==> src/rtl/ps2_keymap_tracker.sv <==
// ============================================================================
// Module   : ps2_keymap_tracker
// Brief    : PS/2 set-2 scancode decoder with per-key held/press/release tracking
// Revision : 1.0 - initial release
// ============================================================================
`default_nettype none

module ps2_keymap_tracker #(
  parameter int                        NUM_KEYS    = 4,
  parameter logic [9*NUM_KEYS-1:0]     KEY_CODES   = {9'h172, 9'h175, 9'h01B, 9'h01D},
  parameter int                        TIMEOUT_CYC = 1_000_000
) (
  input  logic                clk,
  input  logic                rst_n,
  input  logic [7:0]          rx_byte,
  input  logic                rx_valid,
  input  logic                clear_all,
  output logic [NUM_KEYS-1:0] key_state,
  output logic [NUM_KEYS-1:0] key_press,
  output logic [NUM_KEYS-1:0] key_release,
  output logic                any_key,
  output logic                seq_error
);

  localparam int          C_CNT_W   = $clog2(TIMEOUT_CYC + 1);
  localparam logic [C_CNT_W-1:0] C_TIMEOUT = C_CNT_W'(TIMEOUT_CYC);

  typedef enum logic [2:0] {
    S_IDLE    = 3'd0,
    S_EXT     = 3'd1,
    S_BRK     = 3'd2,
    S_EXT_BRK = 3'd3,
    S_PAUSE   = 3'd4
  } state_t;

  state_t               r_state;
  logic [2:0]           r_skip;
  logic [C_CNT_W-1:0]   r_cnt;
  logic [NUM_KEYS-1:0]  r_key_state;
  logic [NUM_KEYS-1:0]  r_key_press;
  logic [NUM_KEYS-1:0]  r_key_release;
  logic                 r_any_key;
  logic                 r_seq_error;

  state_t               w_next_state;
  logic [2:0]           w_next_skip;
  logic                 w_make;
  logic                 w_brk;
  logic                 w_ext;
  logic                 w_err;
  logic [8:0]           w_code;
  logic [NUM_KEYS-1:0]  w_match;
  logic [NUM_KEYS-1:0]  w_ks_next;
  logic                 w_is_prefix;
  logic                 w_is_ignored;

  assign w_is_prefix  = (rx_byte == 8'hE0) || (rx_byte == 8'hE1) || (rx_byte == 8'hF0);
  assign w_is_ignored = (rx_byte == 8'hAA) || (rx_byte == 8'hFA) || (rx_byte == 8'hEE) ||
                        (rx_byte == 8'hFE) || (rx_byte == 8'h00) || (rx_byte == 8'hFF);

  always_comb begin
    w_next_state = r_state;
    w_next_skip  = r_skip;
    w_make       = 1'b0;
    w_brk        = 1'b0;
    w_ext        = 1'b0;
    w_err        = 1'b0;
    if (rx_valid) begin
      case (r_state)
        S_IDLE: begin
          if (rx_byte == 8'hE0)      w_next_state = S_EXT;
          else if (rx_byte == 8'hF0) w_next_state = S_BRK;
          else if (rx_byte == 8'hE1) begin
            w_next_state = S_PAUSE;
            w_next_skip  = 3'd7;
          end
          else if (!w_is_ignored)    w_make = 1'b1;
        end
        S_EXT: begin
          if (rx_byte == 8'hF0) w_next_state = S_EXT_BRK;
          else begin
            w_next_state = S_IDLE;
            if ((rx_byte == 8'hE0) || (rx_byte == 8'hE1)) w_err = 1'b1;
            else begin
              w_make = 1'b1;
              w_ext  = 1'b1;
            end
          end
        end
        S_BRK, S_EXT_BRK: begin
          w_next_state = S_IDLE;
          if (w_is_prefix) w_err = 1'b1;
          else begin
            w_brk = 1'b1;
            w_ext = (r_state == S_EXT_BRK);
          end
        end
        S_PAUSE: begin
          // Pause is a fixed 8-byte sequence; the remaining bytes are simply counted off.
          if (r_skip <= 3'd1) w_next_state = S_IDLE;
          else                w_next_skip  = r_skip - 3'd1;
        end
        default: w_next_state = S_IDLE;
      endcase
    end else if ((r_state != S_IDLE) && (r_cnt >= C_TIMEOUT)) begin
      w_next_state = S_IDLE;
      w_err        = 1'b1;
    end
  end

  assign w_code = {w_ext, rx_byte};

  for (genvar gi = 0; gi < NUM_KEYS; gi++) begin : g_match
    assign w_match[gi] = (w_code == KEY_CODES[9*gi +: 9]);
  end

  always_comb begin
    w_ks_next = r_key_state;
    if (clear_all)   w_ks_next = '0;
    else if (w_make) w_ks_next = r_key_state | w_match;
    else if (w_brk)  w_ks_next = r_key_state & ~w_match;
  end

  always_ff @(posedge clk or negedge rst_n) begin
    if (!rst_n) begin
      r_state       <= S_IDLE;
      r_skip        <= 3'd0;
      r_cnt         <= '0;
      r_key_state   <= '0;
      r_key_press   <= '0;
      r_key_release <= '0;
      r_any_key     <= 1'b0;
      r_seq_error   <= 1'b0;
    end else begin
      r_key_state   <= w_ks_next;
      r_key_press   <= w_ks_next & ~r_key_state;
      r_key_release <= r_key_state & ~w_ks_next;
      r_any_key     <= |w_ks_next;
      if (clear_all) begin
        r_state     <= S_IDLE;
        r_skip      <= 3'd0;
        r_cnt       <= '0;
        r_seq_error <= 1'b0;
      end else begin
        r_state     <= w_next_state;
        r_skip      <= w_next_skip;
        r_seq_error <= w_err;
        if (rx_valid || (w_next_state == S_IDLE)) r_cnt <= '0;
        else if (r_cnt != C_TIMEOUT)              r_cnt <= r_cnt + 1'b1;
      end
    end
  end

  assign key_state   = r_key_state;
  assign key_press   = r_key_press;
  assign key_release = r_key_release;
  assign any_key     = r_any_key;
  assign seq_error   = r_seq_error;

endmodule

`default_nettype wire

==> config.mk <==
export PLATFORM = sky130hd
export DESIGN_NAME = ps2_keymap_tracker
export DESIGN_NICKNAME = d
export VERILOG_FILES = /design/src/rtl/ps2_keymap_tracker.sv
export SDC_FILE = /design/constraint.sdc
export NUM_CORES = 1
export LEC_CHECK = 0
export BUFFER_PORTS_ARGS = -buffer_cell sky130_fd_sc_hd__buf_2
export CAP_MARGIN = 15
export CELL_PAD_IN_SITES_DETAIL_PLACEMENT = 1
export CELL_PAD_IN_SITES_GLOBAL_PLACEMENT = 1
export CORE_ASPECT_RATIO = 0.9
export CORE_UTILIZATION = 40
export DETAILED_ROUTE_END_ITERATION = 16
export PLACE_DENSITY_LB_ADDON = 0.1
export SLEW_MARGIN = 20
export SYNTH_ARGS = -nofsm -noshare
export SYNTH_HDL_FRONTEND = slang
export SYNTH_SLANG_ARGS = --single-unit
==> constraint.sdc <==
create_clock -name clk -period 2.3 [get_ports clk]
set_input_delay 0.46 -clock clk [delete_from_list [all_inputs] [get_ports clk]]
set_output_delay 0.46 -clock clk [all_outputs]
set_load 0.05 [all_outputs]
# == Yosys cells after proc, flatten, opt, wreduce, memory -nomap -nowiden ==
# Index checks and enable logic that the tools add are counted.
# classes
add_sub_neg,2
magnitude_cmp,2
n_eq_ne,21
mux,43
bitwise_logic,7
n_reduce_logical,19
# op_table
operator,n
$eq A8 B8 Y1 const B,8
$mux W20,3
$mux W3,13
$add A20 B1 Y20 const B,1
$ge A20 B20 Y1 const B,1
$ne A20 B20 Y1 const B,1
$eq A9 B5 Y1 const B,2
$eq A9 B9 Y1 const B,2
$mux W1,18
$and A4 B4 Y4,3
$mux W4,3
$ne A3 B3 Y1 const B,4
$not A4 Y4,3
$pmux W3 S3,1
$reduce_bool A3 Y1,3
$logic_not A8 Y1,1
$logic_or A1 B1 Y1,8
$eq A3 B2 Y1 const B,2
$logic_not A3 Y1,2
$pmux W1 S2,3
$pmux W3 S2,1
$reduce_and A6 Y1,1
$or A4 B4 Y4,1
$reduce_or A4 Y1,1
other kinds (8),8
# totals
reg_bits,40
inputBits,12
output_inout_bits,14
wordCells,102

# == Depth between registers and ports, before layout ==
# depth
ltp_word,16
depth_mapped,7
ltp_nobuf,7

# == Least setup slack after synthesis ==
# Ideal clock, no wire load.
# synth_timing
path_type,input -> register
startpoint,in rx_byte[1]
endpoint,reg r_cnt[19]
arrival_ns,1.947
t_required_ns,2.227
path_slack_ns,0.279
path_stages,6
path_cell_list,or4b_4 -> nor4b_4 -> o21ai_1 -> a211o_1 -> buf_6 -> nor2_1
# synth_between
elab_chain_len,10
word_cells_on_any_way,14
# synth_lines
item,line_no,text
start: declaration,15,"input logic [7:0] rx_byte,"
$eq A8 B8 Y1,73,else if (rx_byte == 8'hE1) begin
$mux W3,73,
$mux W3,72,else if (rx_byte == 8'hF0) w_next_state = S_BRK;
$mux W3,71,if (rx_byte == 8'hE0) w_next_state = S_EXT;
$pmux W3 S3 *,69,case (r_state)
$mux W3 *,68,if (rx_valid) begin
$logic_not A3 Y1 *,148,if (rx_valid || (w_next_state == S_IDLE)) r_cnt <= '0;
$logic_or A1 B1 Y1 *,148,
$mux W20,148,
$mux W20,139,if (clear_all) begin
end signal: assignment,149,else if (r_cnt != C_TIMEOUT) r_cnt <= r_cnt + 1'b1;
end: declaration,38,logic [C_CNT_W-1:0] r_cnt;
# Mark *: on every way between the ends. The rest lies on a longest branch, timed or not.
# A chain may end at the register's enable or synchronous reset.

# == Worst setup path in the final report ==
# layout_timing
startpoint,in rx_byte[1]
endpoint,reg r_cnt[1]
# Same word-level chain as after synthesis.

==> flow_summary.yaml <==
critical_path:
  startpoint_type: "input pin"
  crit_fanout: 20
  path_cells: "buf_2, or4b_4, nor4b_4, o21ai_1, a211o_1, buf_12, nor2_1"
  worstSetupPathType: "input pin to flip-flop"
  cpPeakStageDelay_ps: 580
  cp_data_required_time_ps: 2520
  crit_path_end_kind: "flip-flop"
  crit_path_top_delay_cell: "or4b_4"
  worstPathArrival_ps: 2170
  path_delay_family: "simple AND/OR/NAND/NOR gates"
  crit_buf_inv: 2
cells_and_area:
  drive_gt1_share_pct: 21.2
  layout_common_cells: "40 x dfrtp_1, 36 x nor2_1, 25 x buf_2"
  nets: 289
  fill_cells: 619
  area_growth_pct: 18.8
  final_common_cell: "dfrtp_1"
  diodes: 0
route:
  ant_nets: 0
  num_vias: 1860
  vias_per_cell: 5.45
  first_iter_violations: 49
  dr.pass1.iters: 4
  wire_per_inst_um: 15.3
  wirelength_um: 5230
  drc: 0
timing:
  clock_skew_ps: 7.82
  hold_ws_ps: 167
  maxSlewViolCount: 0
  period_needed_ps: 1950
  setup_viol: 0
  fin_ws_ps: 348
  worst_pin_slew_ps: 600
  period_share_pct: 84.9
  rsz0062_at_grt: "no"
  fmax_mhz: 512
  finalHoldViolCount: 0
  setup_tns_ps: 0
  max_slew_margin_pct: 60.0
yosys:
  syn_inst: 230
  synth-edff-count: 0
  yosysTopAreaCell: "dfrtp_1"
  synth_area_mm2: 0.00217
  yosys.area.top_type_share_pct: 46.1
  avgSynthCellArea_um2: 9.45
  synthDistinctLibCells: 45
  ys.flop_type: "dfrtp_1"
  synthTopCellsByArea: "dfrtp_1 46%, nor2_1 6.2%, xor2_1 4.8%"
  synth_seq_cells: 40
  ys_async_sr_fraction_pct: 100
  synthesis.nets: 245
  ys_seq_area_share_pct: 46.1
  ys_warn_count: 0
grt:
  grt_pass1_wl_um: 8880
  antenna_found_initial: 0
  first_global_vias: 1846
  grt_max_degree: 27
  overflow: 0
  grt.total_usage_pct: 20.2
power_and_ir_drop:
  p_int_uw: 938
  p_leak_uw: 0.00112
  ir_drop_mv: 0.251
  p_sw_uw: 296
  p_sw_share_pct: 24.0
  total_power_uw: 1230
  p_comb_share_pct: 6.7
  p_seq_share_pct: 57.0
  p_per_area_mw_per_mm2: 478
  p_clk_share_pct: 36.3
cts:
  clock_latency_ps: 290
  htree_levels: 2
  cts_tree: "done"
  numCtsBuffers: 5
  cts_buffer_depth: 2
  cts-root-buf: "clkbuf_8"
  post_cts_buffers: 0
  clk_pin_slew_ps: 80
  cts_resized: 0
  ctsHoldBuffers: 0
  clock_sinks: 40
place:
  port_buffers: 25
  post-place-ws_ps: 29.9
  hpwl_um: 3910
  gp_congestion: 0.808
floorplanning:
  core.rowCount: 25
  die_h_um: 71.9
  ios: 26
  die_x_um: 79.7
  core_area_mm2: 0.00526
  die_area_mm2: 0.00573
  initial_core_util_pct: 41.4
status:
  status: "finished, final reports clean"
run:
  cap_violations: 0
hold_path:
  min_path_type: "input pin to asynchronous set/reset pin"
## power by group through the flow
stage	registers [µW]	logic, µW	clock network, µW
2_1_floorplan	719	31.6	0
3_3_place_gp	717	80.8	0
3_5_place_dp	718	83.2	0
4_1_cts	703	83.7	471
5_1_grt	704	92.2	493
6_report	704	82.4	448
## registers in the layout, summed over array words and instances, names as in the netlist
name / cells
any_key: 1
key_press: 4
key_release: 4
key_state: 4
r_cnt: 20
r_skip: 3
r_state: 3
seq_error: 1
## path summary, 6_finish.rpt
path,startpoint,to,slack (ps),cells after the start
hold / removal,rst_n,key_press[0]$_DFF_PN0_,170,1
hold reg to reg,key_state[1]$_DFF_PN0_,key_press[1]$_DFF_PN0_,470,1
setup / recovery,rx_byte[1],r_cnt[1]$_DFFE_PN0P_,350,7
min in group clk,key_state[1]$_DFF_PN0_,key_press[1]$_DFF_PN0_,470,1
max in group asynchronous,rst_n,r_cnt[2]$_DFFE_PN0P_,1570,2
setup reg to reg,r_cnt[0]$_DFFE_PN0P_,r_cnt[1]$_DFFE_PN0P_,380,8
## final cells by class
type	count	area, µm²	area share, %
multi-input combinational	175	1100	42.7
sequential	40	1000	38.8
timing repair buffer	45	288	11.1
tap	67	83.8	3.25
clock buffer	5	68.8	2.67
inverter	7	26.3	1.02
clock inverter	2	12.5	0.485
## cells in the mapped netlist (all sizes together) (3+ instances only)
master and instances:
a21oi 4, and2 3, and3 3, clkbuf 6, dfrtp 40, ha 3, inv 7, nand2 15
nand2b 3, nand3 11, nand4 9, nor2 36, nor2b 9, nor3 6, nor4 6, nor4b 3
o21a 4, o21ai 8, o31ai 5, xnor2 6, xor2 12
## metrics by stage
step / util, % / std cells / area [µm²]
after detailed placement: 47.6 / 334 / 2500
after global placement: 47.6 / 334 / 2500
final: 49.1 / 341 / 2580
after floorplan: - / 230 / 2170
after CTS: 49.1 / 341 / 2580
after global routing: 49.1 / 341 / 2580
## cells by family after synthesis
kind of cell | after synthesis | share of synthesized area, %
buf+inv | 15 | 3.28
simple gates | 115 | 28.4
fa+ha+maj | 3 | 1.73
compound gates | 38 | 12.8
mux | 1 | 0.461
flops | 40 | 46.1
xor+xnor | 18 | 7.25
## layer usage
layer  up-vias  wire length (µm)  global-route usage, %
met4         0                55                   6.67
met3         5               150                   4.15
met1       923              2700                   29.0
met5         -                 0                      0
met2        22              2320                   30.6
li1        910                 -                      -
Note: power is estimated with default switching activity, not from simulation.
